$ cat config.mk
export PLATFORM = sky130hd
export DESIGN_NAME = decoder_scan_sequencer_flat
export DESIGN_NICKNAME = d
export VERILOG_FILES = /design/src/rtl/decoder_scan_sequencer_if.sv /design/src/rtl/decoder_scan_sequencer.sv /design/src/flat_wrapper.sv
export SDC_FILE = /design/constraint.sdc
export NUM_CORES = 1
export LEC_CHECK = 0
export CORE_MARGIN = 2
export CORE_UTILIZATION = 31
export DETAILED_ROUTE_END_ITERATION = 10
export PLACE_DENSITY = 0.58
export SLEW_MARGIN = 0
export SYNTH_ARGS = -nofsm -noshare
export SYNTH_HDL_FRONTEND = slang
export SYNTH_SLANG_ARGS = --single-unit
$ cat constraint.sdc
create_clock -name clk -period 3.2 [get_ports clk]
set_clock_uncertainty 0.2 [all_clocks]
set_input_delay 0.64 -clock clk [delete_from_list [all_inputs] [get_ports clk]]
set_output_delay 0.64 -clock clk [all_outputs]
set_load 0.01 [all_outputs]
$ cat src/rtl/decoder_scan_sequencer_if.sv
// Control/select bundle between a scan controller and decoder_scan_sequencer.
// master drives the run requests; slave returns decoder select/enable and status.
interface decoder_scan_sequencer_if;
  logic       start;
  logic       stop;
  logic       cont;
  logic [7:0] mask;
  logic [2:0] sel;
  logic       en;
  logic       busy;
  logic       sweep_done;

  modport master (
    output start, stop, cont, mask,
    input  sel, en, busy, sweep_done
  );

  modport slave (
    input  start, stop, cont, mask,
    output sel, en, busy, sweep_done
  );
endinterface

$ cat src/rtl/decoder_scan_sequencer.sv
// Drives a 3-to-8 decoder's select/enable, dwelling DWELL cycles on each unmasked line in
// ascending order. Optional feature macro SCAN_GAP_EN inserts GAP blank cycles between channels.
module decoder_scan_sequencer #(
  parameter int unsigned DWELL = 4
`ifdef SCAN_GAP_EN
  , parameter int unsigned GAP = 1
`endif
) (
  input  logic                    clk,
  input  logic                    rst,
  decoder_scan_sequencer_if.slave bus
);

  localparam int unsigned CNT_W = 8;
  localparam int unsigned CH_W  = 3;
  localparam int unsigned N_CH  = 8;
  localparam int unsigned PICK_W = CH_W + 1;
`ifdef SCAN_GAP_EN
  localparam int unsigned GAP_W = 4;
`endif

  typedef enum logic [1:0] {
    IDLE    = 2'd0,
    DWELL_S = 2'd1,
`ifdef SCAN_GAP_EN
    GAP_S   = 2'd2,
`endif
    DONE_S  = 2'd3
  } state_t;

  state_t            state;
  logic [CNT_W-1:0]  dwell_cnt;
  logic [N_CH-1:0]   mask_q;
  logic              cont_q;
`ifdef SCAN_GAP_EN
  logic [GAP_W-1:0]  gap_cnt;
  logic [CH_W-1:0]   next_sel;
`endif

  logic [PICK_W-1:0] above_c;
  logic [PICK_W-1:0] lowest_c;
  logic [PICK_W-1:0] start_pick_c;
  logic [CH_W-1:0]   adv_ch_c;
  logic              adv_wrap_c;
  logic              dwell_last_c;

  // Lowest set bit of m at index >= lo; MSB of the result flags that one was found.
  function automatic logic [PICK_W-1:0] find_from(input logic [N_CH-1:0] m,
                                                  input logic [PICK_W-1:0] lo);
    logic [PICK_W-1:0] r;
    r = '0;
    for (int i = 7; i >= 0; i--) begin
      if (m[i] && (PICK_W'(i) >= lo)) r = {1'b1, CH_W'(i)};
    end
    return r;
  endfunction

  always_comb begin
    above_c      = find_from(mask_q, {1'b0, bus.sel} + PICK_W'(1));
    lowest_c     = find_from(mask_q, '0);
    start_pick_c = find_from(bus.mask, '0);
    adv_wrap_c   = !above_c[CH_W];
    adv_ch_c     = above_c[CH_W] ? above_c[CH_W-1:0] : lowest_c[CH_W-1:0];
    dwell_last_c = (dwell_cnt == CNT_W'(DWELL - 1));
  end

  always_ff @(posedge clk) begin
    if (rst) begin
      state          <= IDLE;
      dwell_cnt      <= '0;
      mask_q         <= '0;
      cont_q         <= 1'b0;
      bus.sel        <= '0;
      bus.en         <= 1'b0;
      bus.busy       <= 1'b0;
      bus.sweep_done <= 1'b0;
`ifdef SCAN_GAP_EN
      gap_cnt        <= '0;
      next_sel       <= '0;
`endif
    end else begin
      bus.sweep_done <= 1'b0;
      case (state)
        IDLE: begin
          if (bus.start && !bus.stop && start_pick_c[CH_W]) begin
            mask_q    <= bus.mask;
            cont_q    <= bus.cont;
            bus.sel   <= start_pick_c[CH_W-1:0];
            bus.en    <= 1'b1;
            bus.busy  <= 1'b1;
            dwell_cnt <= '0;
            state     <= DWELL_S;
          end
        end

        DWELL_S: begin
          if (bus.stop) begin
            bus.en   <= 1'b0;
            bus.busy <= 1'b0;
            state    <= IDLE;
          end else if (!dwell_last_c) begin
            dwell_cnt <= dwell_cnt + CNT_W'(1);
          end else if (above_c[CH_W] || cont_q) begin
            // Move to the next channel; a wrap back to the lowest one marks a finished sweep.
            bus.sweep_done <= adv_wrap_c;
`ifdef SCAN_GAP_EN
            next_sel <= adv_ch_c;
            gap_cnt  <= '0;
            bus.en   <= 1'b0;
            state    <= GAP_S;
`else
            bus.sel   <= adv_ch_c;
            dwell_cnt <= '0;
`endif
          end else begin
            bus.en         <= 1'b0;
            bus.sweep_done <= 1'b1;
            state          <= DONE_S;
          end
        end

`ifdef SCAN_GAP_EN
        GAP_S: begin
          if (bus.stop) begin
            bus.busy <= 1'b0;
            state    <= IDLE;
          end else if (gap_cnt == GAP_W'(GAP - 1)) begin
            bus.sel   <= next_sel;
            bus.en    <= 1'b1;
            dwell_cnt <= '0;
            state     <= DWELL_S;
          end else begin
            gap_cnt <= gap_cnt + GAP_W'(1);
          end
        end
`endif

        DONE_S: begin
          bus.busy <= 1'b0;
          state    <= IDLE;
        end

        default: begin
          bus.en   <= 1'b0;
          bus.busy <= 1'b0;
          state    <= IDLE;
        end
      endcase
    end
  end

endmodule
$ cat src/flat_wrapper.sv
// flat-port wrapper written by rule: the top's interface ports become plain ports
module decoder_scan_sequencer_flat 
#(
  parameter int unsigned DWELL = 4

)
  (clk, rst, bus_start, bus_stop, bus_cont, bus_mask, bus_sel, bus_en, bus_busy, bus_sweep_done);
  decoder_scan_sequencer_if bus_i ();
  input  logic clk;
  input  logic rst;
  input wire logic [$bits(bus_i.start)-1:0] bus_start;
  input wire logic [$bits(bus_i.stop)-1:0] bus_stop;
  input wire logic [$bits(bus_i.cont)-1:0] bus_cont;
  input wire logic [$bits(bus_i.mask)-1:0] bus_mask;
  output wire logic [$bits(bus_i.sel)-1:0] bus_sel;
  output wire logic [$bits(bus_i.en)-1:0] bus_en;
  output wire logic [$bits(bus_i.busy)-1:0] bus_busy;
  output wire logic [$bits(bus_i.sweep_done)-1:0] bus_sweep_done;
  assign bus_i.start = bus_start;
  assign bus_i.stop = bus_stop;
  assign bus_i.cont = bus_cont;
  assign bus_i.mask = bus_mask;
  assign bus_sel = bus_i.sel;
  assign bus_en = bus_i.en;
  assign bus_busy = bus_i.busy;
  assign bus_sweep_done = bus_i.sweep_done;
  decoder_scan_sequencer #(.DWELL(DWELL)) u_core (.clk(clk), .rst(rst), .bus(bus_i));
endmodule
==> summary.txt <==
STA
  • Final setup vio count: 0
  • Setup_tns: 0 ns
  • Final hold violation count: 0
  • Slew Limit Fails: 0
  • Unrepaired setup endpoints after global routing: false
  • Final worst slack: 0.3894 ns
  • Worst Tran Pin Value: 0.5862 ns
  • Final worst path period share: 0.8783
  • Relative slew slack: 0.5991
  • Fmax achieved: 355.8 MHz
  • Fin crit period: 2.811 ns

Worst setup path
  • Data arrival, critical path: 2.82 ns
  • Crit path max fanout: 7
  • Crit path top cell by count: nor2_1
  • Critical path launch point type: flop
  • Crit path required time: 3.21 ns
  • Cells along the critical path: inv_1 -> ha_1 -> a22o_1 -> a2111oi_2 -> nor2_1 -> o31ai_4 -> nand2b_1 -> nor2_1
  • WS Path Type: flop to flop
  • Setup crit end kind: flop
  • Slowest stage delay, CP: 0.46 ns
  • CP max-delay cell: dfxtp_1

Layout
  • Final core occ: 0.3834
  • Most frequent cells in the layout: nor2_1, dfxtp_1, clkdlybuf4s50_1
  • Post-layout net count: 217
  • Filler cells: 474
  • Commonest non-fill, non-tap cell in the layout: nor2_1
  • ANT cells: 0
  • Area grow syn2layout: 21.12%
  • Post-route cell area: approximately 0.0018 mm²
  • Fraction of final layout cells sized beyond drive strength 1: 0.07035

Placement
  • Dpl hpwl: approximately 2700 µm
  • DP Worst Slack: approximately 0.22 ns
  • Gpl congestion: between 0.8 and 0.9
  • Post-DP Area: 0.001740 mm²
  • Buffers on Ports: 18

Drt
  • Via Count: 1391
  • Total iterations of the first detailed-routing run: 4
  • DRT iter0 DRCs: 104
  • Met3 wire len: roughly 210 µm
  • Total wire length: 3501 µm
  • M1 WL: 1834 µm
  • WL met2: 1409 µm
  • Top Metal Used: met4
  • DRT antenna net count: 0
  • Wirelength per Cell: 13.84 µm
  • Vias per cell: roughly 5.5
  • DRC violations left: 0

Die
  • Site Rows: 25
  • Die Height: about 73 µm
  • Initial Util: 0.3165
  • Die width: 72.98 µm
  • Ports: 19
  • CORE AREA: 0.004661 mm²
  • Die area: 0.005326 mm²

Yosys
  • Synth Flop Type: dfxtp_1
  • Unique cell type count in the Yosys netlist: between 40 and 50
  • Synth warn: 0
  • Post-synth EDFFs: 0
  • Fraction of registers with async set/reset: 0
  • Synthesized instance count: 178
  • Post-synthesis sequential area ratio: 0.3393
  • Avg Inst Size Synth: 8.287 µm²
  • Yosys reg bits: 25
  • Post-synth net total: between 150 and 200
  • Area of the mapped netlist: 0.001475 mm²

GRT
  • First-pass GRT wire length: 5947 µm
  • Largest net degree at the start of global routing: 15
  • Initial antenna violation count: 0
  • Grt ovf: 0
  • Vias in the first global route: around 1200
  • Tot GR Track Use: 0.1411

Power
  • Worst vdd ir: approximately 0.00015 V
  • Power Total: 672.3 µW
  • P_int: 475.5 µW
  • Power share of the sequential group: 0.509
  • Leak Pwr: 0.0006914 µW
  • Combinational share of power: 0.202
  • Pwr per Cell Area: roughly 380 mW/mm²
  • Switching share of total power: 0.2927
  • Psw: 196.8 µW
  • Clock power share: 0.289

Clock network
  • CTS resizes: 0
  • CTS root buf: clkbuf_8
  • CTS Sinks: 25
  • Max H-tree Level: 1
  • Hold buffers post-CTS: 0
  • Clk pin slew, worst setup/hold paths: 0.09 ns
  • Clk_lat worst skew: ~0.27 ns
  • CTS Buf Count: 3
  • CTS max path bufs: 2
  • CTS tree: built
  • Setup Buffers After CTS: 0

Hold path
  • Hold WC Path Type: flop to flop

Flow run
  • Max Cap Viol: 0

Run status
  • Status: finished, final reports clean
==> per-stage QoR <==
step | instances | hold slack [ns]
after CTS | 253 | 0.3176
after detailed placement | 249 | 0.3014
after global routing | 253 | 0.3829
final | 253 | 0.3139
after floorplan | 178 | 0.2648
after global placement | 249 | 0.2962
==> cell usage after synthesis (all sizes together), types with 3 or more instances <==
library cell	n	area, µm²
nand4	3	18.77
or2	3	18.77
nand3	7	40.04
and3	3	18.77
dfxtp	25	500.5
ha	4	50.05
nor2b	3	18.77
inv	9	33.78
a2111oi	3	32.53
nand2b	6	37.54
a21oi	10	50.05
nor4	6	37.54
a211oi	6	45.04
mux2i	10	100.1
nor2	28	105.1
nand2	5	18.77
o21ai	8	40.03
xor2	7	61.31
==> layout make-up <==
type	count	area, µm²	share of cell area
inverters	9	33.78	0.01891
repair buffers	21	215.2	0.1204
clock buffers	3	41.29	0.02311
well taps	54	67.56	0.03782
flip-flops and latches	25	500.5	0.2801
multi-input cells	140	923.4	0.5168
clock inverters	1	5.005	0.002801
==> sequential cells by signal, indices dropped and copies added, names as in the netlist <==
register / count
u_core.bus.en: 1
u_core.dwell_cnt: 8
u_core.bus.sel: 3
u_core.bus.busy: 1
u_core.mask_q: 8
u_core.state: 2
u_core.bus.sweep_done: 1
u_core.cont_q: 1
==> kinds of logic after synthesis <==
kind of cell,after synthesis,synth area share
multiplexers,10,0.06786
adder cells (fa/ha/maj),4,0.03393
flip-flops,25,0.3393
buffers and inverters,13,0.03478
XOR/XNOR,8,0.04750
AO/OA/AOI/OAI,45,0.2205
AND/OR/NAND/NOR,73,0.2562
==> power by group through the flow <==
stage / clock (µW) / combinational [µW] / sequential, µW
final: 194 / 136 / 342
after global routing: 216 / 150 / 345
after CTS: 200 / 136 / 342
after detailed placement: 0 / 135 / 350
after global placement: 0 / 135 / 350
after floorplan: 0 / 84.6 / 345
==> path summary, 6_finish.rpt <==
path	from	to	slack [ns]	cells past startpoint
max	u_core.bus.sel[0]	u_core.dwell_cnt[7]	0.39	8
min	u_core.state[1]	u_core.bus.busy	0.31	1
max reg2reg	u_core.bus.sel[0]	u_core.dwell_cnt[7]	0.39	8
min reg2reg	u_core.state[1]	u_core.bus.busy	0.31	1
==> layer usage <==
| layer | vias up | track usage |
|---|---|---|
| li1 | 691 | - |
| met1 | 645 | 0.2265 |
| met2 | 50 | 0.1922 |
| met3 | 5 | 0.01657 |
| met4 | 0 | 0.04321 |
| met5 | - | 0 |
==> critical path, delay by kind of cell (launching register included) <==
family | cells | cell delay [ns]
and+or+nand+nor | 3 | 0.59
AOI/OAI and AO/OA | 3 | 1.04
adders and majority gates | 1 | 0.37
buffers and inverters | 1 | 0.10
DFF | 1 | 0.46
(Power assumes the default switching activity.)
